==> src/rtl/alu_nibble_seq_pkg.sv <==
`default_nettype none
// ============================================================================
// Module   : alu_seq_pkg
// Purpose  : Shared state encoding and ALU mode constants for the
//            nibble-serial sequencer around the alu4 slice.
// Revision : 1.0 - initial release
// ============================================================================
package alu_seq_pkg;

  typedef logic [1:0] state_t;
  typedef logic [1:0] mode_t;

  // Sequencer states
  localparam state_t IDLE = 2'd0;
  localparam state_t RUN  = 2'd1;
  localparam state_t DONE = 2'd2;

  // alu4 mode encoding carried on M / AluM
  localparam mode_t M_NAND = 2'd0;
  localparam mode_t M_NOR  = 2'd1;
  localparam mode_t M_ADD  = 2'd2;
  localparam mode_t M_PASS = 2'd3;

endpackage
`default_nettype wire

==> src/rtl/alu_nibble_seq_if.sv <==
`default_nettype none
// ============================================================================
// Module   : alu_nibble_seq_if
// Purpose  : Request/result bundle between a requester (master) and the
//            nibble-serial sequencer (slave).
// Revision : 1.0 - initial release
// ============================================================================
interface alu_nibble_seq_if #(
  parameter int NIBBLES = 4
);
  localparam int WIDTH = 4 * NIBBLES;

  // Request side
  logic             Start;
  logic [WIDTH-1:0] A;
  logic [WIDTH-1:0] B;
  logic [WIDTH-1:0] C;
  logic             Ai;
  logic             Bi;
  logic             Cin;
  logic [1:0]       M;

  // Result side
  logic [WIDTH-1:0] Result;
  logic             Carry;
  logic             Zero;
  logic             Overflow;
  logic             Busy;
  logic             Done;

  modport master (
    output Start, A, B, C, Ai, Bi, Cin, M,
    input  Result, Carry, Zero, Overflow, Busy, Done
  );

  modport slave (
    input  Start, A, B, C, Ai, Bi, Cin, M,
    output Result, Carry, Zero, Overflow, Busy, Done
  );

endinterface
`default_nettype wire

==> src/rtl/alu_nibble_seq_nib_shreg.sv <==
`default_nettype none
// ============================================================================
// Module   : nib_shreg
// Purpose  : WIDTH-bit loadable register that shifts right by one nibble,
//            inserting a new nibble at the top on every shift.
// Revision : 1.0 - initial release
// ============================================================================
module nib_shreg #(
  parameter int WIDTH = 16
) (
  input  logic             clk_i,
  input  logic             rst_i,
  input  logic             load_i,
  input  logic             shift_i,
  input  logic [WIDTH-1:0] load_val_i,
  input  logic [3:0]       nib_i,
  output logic [WIDTH-1:0] q_o
);

  logic [WIDTH-1:0] data_q;

  // Load has priority over shift; the two are never requested together
  always_ff @(posedge clk_i) begin
    if (rst_i) begin
      data_q <= '0;
    end else if (load_i) begin
      data_q <= load_val_i;
    end else if (shift_i) begin
      data_q <= {nib_i, data_q[WIDTH-1:4]};
    end
  end

  assign q_o = data_q;

endmodule
`default_nettype wire

==> src/rtl/alu_nibble_seq.sv <==
`default_nettype none
// ============================================================================
// Module   : alu_nibble_seq
// Purpose  : Nibble-serial sequencer for one external alu4 slice. Latches a
//            WIDTH-bit operation, feeds the slice LSB nibble first with the
//            carry chained through a register, and collects the result with
//            Carry/Zero(/Overflow) flags and a one-cycle Done pulse.
// Options  : ALU_NIBBLE_SEQ_OVF_EN - adds signed-overflow detection for ADD.
// Revision : 1.0 - initial release
// ============================================================================
module alu_nibble_seq
  import alu_seq_pkg::*;
#(
  parameter int NIBBLES = 4
) (
  input  logic           Clk,
  input  logic           Reset,
  alu_nibble_seq_if.slave bus,
  output logic [3:0]     AluA,
  output logic [3:0]     AluB,
  output logic [3:0]     AluC,
  output logic           AluAi,
  output logic           AluBi,
  output logic           AluKin,
  output logic [1:0]     AluM,
  input  logic [3:0]     AluOut,
  input  logic           AluKout
);

  localparam int            WIDTH  = 4 * NIBBLES;
  localparam int            NW     = $clog2(NIBBLES);
  localparam logic [NW-1:0] N_LAST = NW'(NIBBLES - 1);

  state_t           state_q, state_d;
  logic             ai_q, bi_q, k_q, z_q;
  mode_t            m_q;
  logic [NW-1:0]    n_q;
  logic [WIDTH-1:0] a_q, b_q, c_q, r_q;
  logic [WIDTH-1:0] result_q;
  logic             carry_q, zero_q;

  logic accept;
  logic running;
  logic last;

  assign accept  = bus.Start && ((state_q == IDLE) || (state_q == DONE));
  assign running = (state_q == RUN);
  assign last    = running && (n_q == N_LAST);

  // Operand and result shift registers; operands shift out toward the slice,
  // the working result fills from the top with each slice output
  nib_shreg #(.WIDTH(WIDTH)) u_sh_a (
    .clk_i(Clk), .rst_i(Reset), .load_i(accept), .shift_i(running),
    .load_val_i(bus.A), .nib_i(4'd0), .q_o(a_q)
  );
  nib_shreg #(.WIDTH(WIDTH)) u_sh_b (
    .clk_i(Clk), .rst_i(Reset), .load_i(accept), .shift_i(running),
    .load_val_i(bus.B), .nib_i(4'd0), .q_o(b_q)
  );
  nib_shreg #(.WIDTH(WIDTH)) u_sh_c (
    .clk_i(Clk), .rst_i(Reset), .load_i(accept), .shift_i(running),
    .load_val_i(bus.C), .nib_i(4'd0), .q_o(c_q)
  );
  nib_shreg #(.WIDTH(WIDTH)) u_sh_r (
    .clk_i(Clk), .rst_i(Reset), .load_i(accept), .shift_i(running),
    .load_val_i('0), .nib_i(AluOut), .q_o(r_q)
  );

  // Upper operand nibbles are consumed only inside the shift registers, and
  // the lowest working-result nibble is shifted out on the final edge
  logic unused_bits;
  assign unused_bits = ^{a_q[WIDTH-1:4], b_q[WIDTH-1:4], c_q[WIDTH-1:4], r_q[3:0]};

  // State register
  always_ff @(posedge Clk) begin
    if (Reset) state_q <= IDLE;
    else       state_q <= state_d;
  end

  // Next-state logic
  always_comb begin
    state_d = state_q;
    case (state_q)
      IDLE:    if (accept) state_d = RUN;
      RUN:     if (last)   state_d = DONE;
      DONE:    state_d = bus.Start ? RUN : IDLE;
      default: state_d = IDLE;
    endcase
  end

  // Outputs: slice drive comes straight from the latched registers
  always_comb begin
    AluA     = a_q[3:0];
    AluB     = b_q[3:0];
    AluC     = c_q[3:0];
    AluAi    = ai_q;
    AluBi    = bi_q;
    AluKin   = k_q;
    AluM     = m_q;
    bus.Busy = (state_q == RUN);
    bus.Done = (state_q == DONE);
  end

  // Control latches, carry chain, nibble counter and zero accumulator
  always_ff @(posedge Clk) begin
    if (Reset) begin
      ai_q <= 1'b0;
      bi_q <= 1'b0;
      m_q  <= M_NAND;
      k_q  <= 1'b0;
      z_q  <= 1'b0;
      n_q  <= '0;
    end else if (accept) begin
      ai_q <= bus.Ai;
      bi_q <= bus.Bi;
      m_q  <= bus.M;
      k_q  <= bus.Cin;
      z_q  <= 1'b1;
      n_q  <= '0;
    end else if (running) begin
      k_q  <= AluKout;
      z_q  <= z_q & (AluOut == 4'd0);
      n_q  <= n_q + 1'b1;
    end
  end

  // Visible result and flags update only when an operation completes
  always_ff @(posedge Clk) begin
    if (Reset) begin
      result_q <= '0;
      carry_q  <= 1'b0;
      zero_q   <= 1'b0;
    end else if (last) begin
      result_q <= {AluOut, r_q[WIDTH-1:4]};
      carry_q  <= (m_q == M_ADD) ? AluKout : 1'b0;
      zero_q   <= z_q & (AluOut == 4'd0);
    end
  end

  assign bus.Result = result_q;
  assign bus.Carry  = carry_q;
  assign bus.Zero   = zero_q;

`ifdef ALU_NIBBLE_SEQ_OVF_EN
  logic ovf_q;

  // Carry into the sign bit (a^b^sum) XOR carry out of it, on the top nibble
  always_ff @(posedge Clk) begin
    if (Reset) begin
      ovf_q <= 1'b0;
    end else if (last) begin
      ovf_q <= (m_q == M_ADD) ?
               ((AluA[3] ^ AluAi) ^ (AluB[3] ^ AluBi) ^ AluOut[3] ^ AluKout) : 1'b0;
    end
  end

  assign bus.Overflow = ovf_q;
`else
  assign bus.Overflow = 1'b0;
`endif

endmodule
`default_nettype wire

==> src/flat_wrapper.sv <==
// flat-port wrapper written by rule: the top's interface ports become plain ports
module alu_nibble_seq_flat import alu_seq_pkg::*;
#(
  parameter int NIBBLES = 4
)
  (Clk, Reset, AluA, AluB, AluC, AluAi, AluBi, AluKin, AluM, AluOut, AluKout, bus_Start, bus_A, bus_B, bus_C, bus_Ai, bus_Bi, bus_Cin, bus_M, bus_Result, bus_Carry, bus_Zero, bus_Overflow, bus_Busy, bus_Done);
  alu_nibble_seq_if #(.NIBBLES(NIBBLES)) bus_i ();
  input  logic Clk;
  input  logic Reset;
  output logic [3:0] AluA;
  output logic [3:0] AluB;
  output logic [3:0] AluC;
  output logic AluAi;
  output logic AluBi;
  output logic AluKin;
  output logic [1:0] AluM;
  input  logic [3:0] AluOut;
  input  logic AluKout;
  input wire logic [$bits(bus_i.Start)-1:0] bus_Start;
  input wire logic [$bits(bus_i.A)-1:0] bus_A;
  input wire logic [$bits(bus_i.B)-1:0] bus_B;
  input wire logic [$bits(bus_i.C)-1:0] bus_C;
  input wire logic [$bits(bus_i.Ai)-1:0] bus_Ai;
  input wire logic [$bits(bus_i.Bi)-1:0] bus_Bi;
  input wire logic [$bits(bus_i.Cin)-1:0] bus_Cin;
  input wire logic [$bits(bus_i.M)-1:0] bus_M;
  output wire logic [$bits(bus_i.Result)-1:0] bus_Result;
  output wire logic [$bits(bus_i.Carry)-1:0] bus_Carry;
  output wire logic [$bits(bus_i.Zero)-1:0] bus_Zero;
  output wire logic [$bits(bus_i.Overflow)-1:0] bus_Overflow;
  output wire logic [$bits(bus_i.Busy)-1:0] bus_Busy;
  output wire logic [$bits(bus_i.Done)-1:0] bus_Done;
  assign bus_i.Start = bus_Start;
  assign bus_i.A = bus_A;
  assign bus_i.B = bus_B;
  assign bus_i.C = bus_C;
  assign bus_i.Ai = bus_Ai;
  assign bus_i.Bi = bus_Bi;
  assign bus_i.Cin = bus_Cin;
  assign bus_i.M = bus_M;
  assign bus_Result = bus_i.Result;
  assign bus_Carry = bus_i.Carry;
  assign bus_Zero = bus_i.Zero;
  assign bus_Overflow = bus_i.Overflow;
  assign bus_Busy = bus_i.Busy;
  assign bus_Done = bus_i.Done;
  alu_nibble_seq #(.NIBBLES(NIBBLES)) u_core (.Clk(Clk), .Reset(Reset), .bus(bus_i), .AluA(AluA), .AluB(AluB), .AluC(AluC), .AluAi(AluAi), .AluBi(AluBi), .AluKin(AluKin), .AluM(AluM), .AluOut(AluOut), .AluKout(AluKout));
endmodule
==> config.mk <==
export PLATFORM = sky130hd
export DESIGN_NAME = alu_nibble_seq_flat
export DESIGN_NICKNAME = d
export VERILOG_FILES = /design/src/rtl/alu_nibble_seq_pkg.sv /design/src/rtl/alu_nibble_seq_if.sv /design/src/rtl/alu_nibble_seq_nib_shreg.sv /design/src/rtl/alu_nibble_seq.sv /design/src/flat_wrapper.sv
export SDC_FILE = /design/constraint.sdc
export NUM_CORES = 1
export LEC_CHECK = 0
export ABC_AREA = 1
export ABC_CLOCK_PERIOD_IN_PS = 1400
export BUFFER_PORTS_ARGS = -buffer_cell sky130_fd_sc_hd__buf_2
export CELL_PAD_IN_SITES_DETAIL_PLACEMENT = 2
export CELL_PAD_IN_SITES_GLOBAL_PLACEMENT = 2
export CORE_MARGIN = 2
export CORE_UTILIZATION = 28
export DETAILED_ROUTE_END_ITERATION = 7
export PLACE_DENSITY_LB_ADDON = 0.1
export SLEW_MARGIN = 10
export SYNTH_ARGS = -nofsm -noshare
export SYNTH_HDL_FRONTEND = slang
export SYNTH_SLANG_ARGS = --single-unit
==> constraint.sdc <==
create_clock -name Clk -period 1.4 [get_ports Clk]
set_input_delay 0.28 -clock Clk [delete_from_list [all_inputs] [get_ports Clk]]
set_output_delay 0.28 -clock Clk [all_outputs]
set_load 0.01 [all_outputs]
==> results of run 1 <==
metrics by stage:
stage | area [sq um] | cells | setup slack, ns | TNS, ns
floorplan | 3840 | 543 | 0.188 | 0
global placement | 4470 | 784 | 0.0172 | 0
detailed placement | 4470 | 784 | -0.0774 | -1.35
CTS | 4880 | 805 | -0.0387 | -0.0387
global route | 4960 | 807 | -0.0511 | -0.275
finish | 4960 | 807 | 0.00521 | 0
cells in the final DEF (no fill, tap or decap):
cell type	count
dfxtp_1	86
bufinv_16	1
conb_1	1
a21oi_2	2
clkbuf_8	4
bufbuf_16	1
nand4_1	1
xor2_1	1
buf_6	3
nor2_1	33
clkinv_2	1
a21oi_1	55
buf_2	95
inv_4	4
nor3_1	1
ha_1	1
nand2_2	4
inv_2	2
nand2_4	1
nor2_4	4
buf_12	7
dfxtp_4	2
o211a_1	3
nand2_1	133
buf_4	11
clkbuf_1	1
inv_1	55
o21ai_0	29
nand3_1	77
clkbuf_16	11
nor2_2	1
tightest hold or removal path, cell delays in order:
cell    delay (ns)
buf_2         0.08
nor2_1        0.04
nor2_1        0.08
repair_timing:
| item | in CTS | in global routing |
|---|---|---|
| resized for setup | 9 | 9 |
| pin swaps | 1 | 2 |
| endpoints found under the setup margin | 49 | 41 |
| hold buffers | 0 | 0 |
| cloned | 1 | 2 |
| setup buffers | 4 | 0 |
sequential cells by signal, summed over array words and instances (netlist names):
signal and count:
u_core.AluKin 1, u_core.u_sh_b.q_o 16, u_core.u_sh_c.q_o 16, u_core.bus.Result 16, u_core.n_q 2, u_core.u_sh_a.q_o 16
u_core.u_sh_r.q_o 12, u_core.state_q 2, u_core.AluM 2, u_core.bus.Zero 1, u_core.z_q 1, u_core.AluBi 1
u_core.bus.Carry 1, u_core.AluAi 1
worst max path at each step:
stage	cells after the start	to	slack, ns	startpoint
floorplan	4	bus_Done	0.19	u_core.state_q[1]
global placement	5	u_core.bus.Carry	0.02	u_core.state_q[0]
detailed placement	7	u_core.u_sh_c.q_o[11]	-0.08	u_core.state_q[0]
CTS	4	bus_Busy	-0.04	u_core.state_q[0]
global route	4	bus_Busy	-0.05	u_core.state_q[0]
finish	4	bus_Busy	0.005	u_core.state_q[0]
cell families after synthesis:
family / after synthesis
other: 1
buffers and inverters: 108
AND/OR/NAND/NOR: 255
flip-flops: 88
XOR/XNOR: 1
adder cells (fa/ha/maj): 1
AO/OA/AOI/OAI: 89
power by group through the flow:
stage	Clock [mW]	Sequential (mW)	Combinational, mW
after floorplan	0	2.77	0.542
after global placement	0	2.78	0.803
after detailed placement	0	2.79	0.829
after CTS	2.64	2.73	0.857
after global routing	2.77	2.75	0.988
final	2.57	2.73	0.871
metal layers:
layer | GRT usage, % | wire (um)
met1 | 22.0 | 5600
met2 | 31.8 | 6480
met3 | 2.87 | 433
met4 | 6.98 | 198
met5 | 0 | 0
area by class of cell:
cell class | count | area share, %
timing repair buffer | 119 | 16.4
multi-input combinational | 347 | 32.2
sequential | 88 | 35.7
clock inverter | 2 | 0.706
inverter | 61 | 4.82
tap | 176 | 4.44
clock buffer | 14 | 5.72
==> results by group, run 1 <==
Run status
  – Status: finished clean

STA
  – Final Cycle Share: between 90% and 100%
  – Clock skew: between 0.003 and 0.004 ns
  – RSZ-0062 raised after global routing: true
  – Maximum clock frequency: 0.717 GHz
  – Crit path time final: 1.39 ns
  – WHS: around 0.16 ns
  – Max-slew violations: 0
  – Setup Viol. Count Final: 0
  – Final hold vios: 0

Routing
  – Total routed wirelength: roughly 13000 um
  – Drc violations: 0
  – DR WL/cell: ~16 um
  – Total vias in the final route: roughly 3800
  – Initial DRT Pass Iterations: 4
  – ANT nets after route: 0
  – Via density: roughly 4.7
  – Drt first-iter violations: between 100 and 150

CTS
  – Clk slew on worst S/H paths: ~0.06 ns
  – CTS tree: yes
  – CTS H-tree lvls: 3
  – TritonCTS Sinks: 88
  – Worst-skew pair later-pin latency: roughly 0.34 ns
  – TritonCTS Buffers: 9
  – Root Buffer: clkbuf_16
  – Clk buf depth: 2

Floorplanning
  – Die width: approximately 120 um
  – Die ar.: 14700 sq um
  – Die Height: about 120 um
  – Io pins: 99
  – Initial Util: 28.9%
  – Core area: about 13000 sq um
  – Cell row count: 42

Power and ir drop
  – Int Pwr: between 4 and 5 mW
  – Leakage power: around 2.5 nW
  – Power density over the cells: roughly 1200 nW/um^2
  – Gate power share: between 10 and 15%
  – P_sw: between 1.5 and 2 mW
  – Pwr Total: 6.17 mW
  – Clock power frac: 41.6%
  – Switching Share: between 20% and 30%
  – Worst vdd ir: 431 uV
  – Seq pwr share: ~44%

Hold path
  – Hold path depth: 3
  – HP Class: input pin to register
  – Worst min-delay path endpoint: u_core.u_sh_c.q_o[15]
  – Hold path start: bus_C[15]

Logic synthesis
  – Most frequent cell after synthesis: nand2_1
  – Seq cells post-synth: 88
  – Mux share of post-synthesis cell area: 0%
  – Synth Area in Compound Gates: approximately an eighth
  – Mapped Area: 3840 sq um
  – EDFF count, synth: 0
  – Largest family of logic cells by synthesized area: simple AND/OR/NAND/NOR gates
  – Syn Nets: roughly 610
  – Async SR Flop Fraction: 0%
  – Synth Area in Simple Gates: between 20% and 30%
  – Area leader, netlist: dfxtp_1
  – Synth Flop Type: dfxtp_1
  – Synth Area in Adders: 0.326%
  – Post-synthesis sequential area ratio: between 40% and 50%
  – Cells after Synth: around 540
  – Synth Area per Inst: roughly 7.1 sq um
  – Synth warnings: 0
  – Cell variety after synth: 21
  – Most instantiated cells after synthesis: nand2_1, dfxtp_1, nand3_1
  – Post-synth top area share: a little under half
  – Area contributors post-synth: dfxtp_1, nand2_1, nand3_1
  – Post-Synth XOR/XNOR Area: less than 1%

Finish
  – Final nets: 688
  – Area of the multi-input gates: ~1600 sq um
  – Diode count: 0
  – Area grow syn2layout: 29.2%
  – Filler Cell Count: 1586
  – Finished Core Util: a little under two fifths
  – Area taken by flip-flops and latches: around 1800 sq um
  – Layout cells sized above 1: between 20 and 25%

Worst setup path
  – Reg-to-reg setup timing slack: roughly 0.040 ns
  – Setup CP Type: register to output pin
  – Capture point of the worst reg-to-reg path: u_core.u_sh_b.q_o[2]
  – CP Max Fanout: 6
  – CP Buf/Inv Count: 3
  – Worst Reg-to-Reg Cells: 7
  – CP delay by family, top: flip-flops
  – Max stage delay cell, worst path: dfxtp_4
  – WP data required: between 1 and 1.5 ns
  – Launch point of the worst reg-to-reg path: u_core.state_q[0]
  – Critical path arrival: approximately 1.1 ns
  – CP Capture Type: output pin
  – Crit-path max cell delay: about 0.39 ns
  – Crit-path cells: inv_4 -> nor2_4 -> buf_12 -> buf_6
  – CP startpoint kind: register

Placed design
  – Gpl congestion: a little over 0.7
  – Port buffer count: 97
  – Hpwl dp: ~8300 um

Global route
  – Vias in the first global route: 4073
  – Total gr overflow: 0
  – Gr usage total: 18.1%
  – First-pass GRT wire length: about 21000 um
  – Largest net degree at the start of global routing: 40
  – Initial antenna violation count: 0

Job
  – Max cap viols: 0
Power figures use the tool's default switching activity.
==> inputs of run 2 (changes only) <==
- PLACE_DENSITY: not set -> 0.82
- PLACE_DENSITY_LB_ADDON: 0.1 -> not set
- SETUP_SLACK_MARGIN: not set -> 0.15
==> run 2 against run 1 <==
  * The flow now finishes with violations (negative setup slack)
  * Critical endpoint is now u_core.u_sh_b.q_o[7]
  * Combinational power grew 45%
  * Final cell count grew 3.6%
  * Clock skew rose by 0.0067 ns
  * Register-to-register slack worse by 0.08 ns
  * Hold slack gained 0.0068 ns
  * Die area stayed put
  * Largest power group unchanged
  * Clock power about the same
  * Global-route usage rose by 4.4 points
  * Design area increased by 11%
  * Utilization grew 4.2 points
  * First-iteration DRC count is 100% higher
==> results by group, run 2 (synthesis results as in run 1) <==
Run status
  – Status: finished, violations left
  – Failing checks: negative setup slack

STA
  – WHS: 0.169 ns (+0.00676 ns)
  – Final hold vios: 0 (unchanged)
  – Setup slack after layout: -0.0414 ns (-0.0466 ns)
  – Max-slew violations: 0 (unchanged)
  – Setup TNS after final layout: -0.0925 ns (-0.0925 ns)
  – Maximum clock frequency: 0.694 GHz (-3.2%)
  – Crit path time final: 1.44 ns (+0.0466 ns)
  – RSZ-0062 raised after global routing: true
  – Setup Viol. Count Final: 6 (+6)
  – Final Cycle Share: 103% (+3.3 points)
  – Clock skew: 0.0106 ns (+0.00669 ns)

Finish
  – Layout cells sized above 1: 35.8% (+11 points)
  – Area grow syn2layout: 43.6%
  – Commonest non-fill, non-tap cell in the layout: nand2_1
  – Fin area: 5520 sq um (+11%)
  – Finished Core Util: 41.5% (+4.2 points)
  – Most frequent cells in the layout: nand2_1, buf_2, dfxtp_1
  – Filler Cell Count: 1478 (-6.8%)
  – Final nets: 716 (+4.1%)
  – Fin cells: 836 (+3.6%)

Routing
  – Total routed wirelength: 17900 um (+41%)
  – ANT nets after route: 0 (unchanged)
  – Initial DRT Pass Iterations: 4 (unchanged)
  – Via density: 4.98 (+5.9%)
  – Total vias in the final route: 4162 (+9.7%)
  – Drc violations: 0 (unchanged)
  – DR WL/cell: 21.4 um (+36%)
  – Drt first-iter violations: 228 (+100%)

CTS
  – Worst-skew pair later-pin latency: 0.36 ns (+0.02 ns)
  – CTS H-tree lvls: 3 (unchanged)
  – CTS tree: yes
  – Clk buf depth: 2 (unchanged)
  – TritonCTS Buffers: 9 (unchanged)
  – Clk slew on worst S/H paths: 0.07 ns (about the same)
  – TritonCTS Sinks: 88 (unchanged)
  – Root Buffer: clkbuf_16

Global route
  – First-pass GRT wire length: 25300 um (+23%)
  – Total gr overflow: 0 (unchanged)
  – Vias in the first global route: 4592 (+13%)
  – Largest net degree at the start of global routing: 32 (-20%)
  – Gr usage total: 22.5% (+4.4 points)
  – Initial antenna violation count: 1 (+1)

Worst setup path
  – CP startpoint kind: register
  – CP Max Fanout: 14 (+8)
  – Max stage delay cell, worst path: dfxtp_4
  – Crit-path max cell delay: 0.39 ns (about the same)
  – Critical path arrival: 1.70 ns (+0.59 ns)
  – Crit-path cells: inv_4 -> nand2_2 -> buf_4 -> nand3_1 -> a21oi_1
  – WP data required: 1.65 ns (+0.53 ns)
  – Setup CP Type: register to register
  – CP Capture Type: register

Floorplanning
  – Cell row count: 42 (unchanged)
  – Die width: 121 um (unchanged)
  – Initial Util: 28.9% (unchanged)
  – Die ar.: 14700 sq um (unchanged)
  – Io pins: 99 (unchanged)
  – Die Height: 121 um (unchanged)
  – Core area: 13300 sq um (unchanged)

Placed design
  – Setup WS pre-CTS: -0.0591 ns (+0.0182 ns)
  – Gpl congestion: 0.773 (+9.4%)
  – Hpwl dp: 9010 um (+8.9%)
  – Post-DP Area: 4500 sq um (+0.56%)
  – Total placed cells including tap cells: 794 (+1.3%)
  – Port buffer count: 97 (unchanged)

Power and ir drop
  – Pwr Total: 6.58 mW (+6.7%)
  – Power density over the cells: 1190 nW/um^2 (-4.0%)
  – Worst vdd ir: 725 uV (+68%)
  – Leakage power: 2.64 nW (+7.7%)

Hold path
  – HP Class: input pin to register

Job
  – Max cap viols: 0 (unchanged)
-- run 2: layer usage --
metal	wire [um]	vias to the layer above	GRT usage [%]
li1	-	1937	-
met1	7110	2071	24.9
met2	9520	110	42.5
met3	644	44	4.84
met4	631	0	6.90
met5	0	-	0
-- run 2: critical path: cells and delay by family (launching register included) --
family	cells	cell delay [ns]
DFF	1	0.39
and+or+nand+nor	2	0.35
buffers and inverters	2	0.34
AOI/OAI and AO/OA	1	0.25
-- run 2: where the power goes --
group	switching (mW)	leakage [nW]	total [mW]	internal, mW
clock	1.16	0.150	2.57	1.41
sequential	0.110	0.723	2.76	2.65
combinational	0.734	1.77	1.26	0.525
-- run 2: cell type report --
cell class | instances | area (sq um) | area share [%]
Antenna cell | 1 | 2.50 | 0.0454
Clock buffer | 9 | 225 | 4.08
Clock inverter | 7 | 78.8 | 1.43
Inverter | 61 | 256 | 4.65
Multi-Input combinational cell | 347 | 1820 | 32.9
Sequential cell | 88 | 1770 | 32.1
Tap cell | 176 | 220 | 3.99
Timing Repair Buffer | 146 | 1130 | 20.5
Timing Repair inverter | 1 | 16.3 | 0.295
-- run 2: worst paths after layout --
check	start	endpoint	slack (ns)	cells after the start
hold / removal	AluOut[1]	u_core.bus.Result[13]	0.17	3
hold reg to reg	u_core.u_sh_r.q_o[11]	u_core.bus.Result[7]	0.48	2
setup reg to reg	u_core.state_q[1]	u_core.u_sh_b.q_o[7]	-0.04	5
setup / recovery	u_core.state_q[1]	u_core.u_sh_b.q_o[7]	-0.04	5
-- run 2: what timing repair did --
| action | 4_1_cts | 5_1_grt |
|---|---|---|
| setup endpoints to repair | 85 | 89 |
| hold buffers | 0 | 0 |
| gates resized for setup | 59 | 64 |
| setup buffers | 15 | 1 |
| cloned | 6 | 3 |
| pin swaps | 9 | 12 |
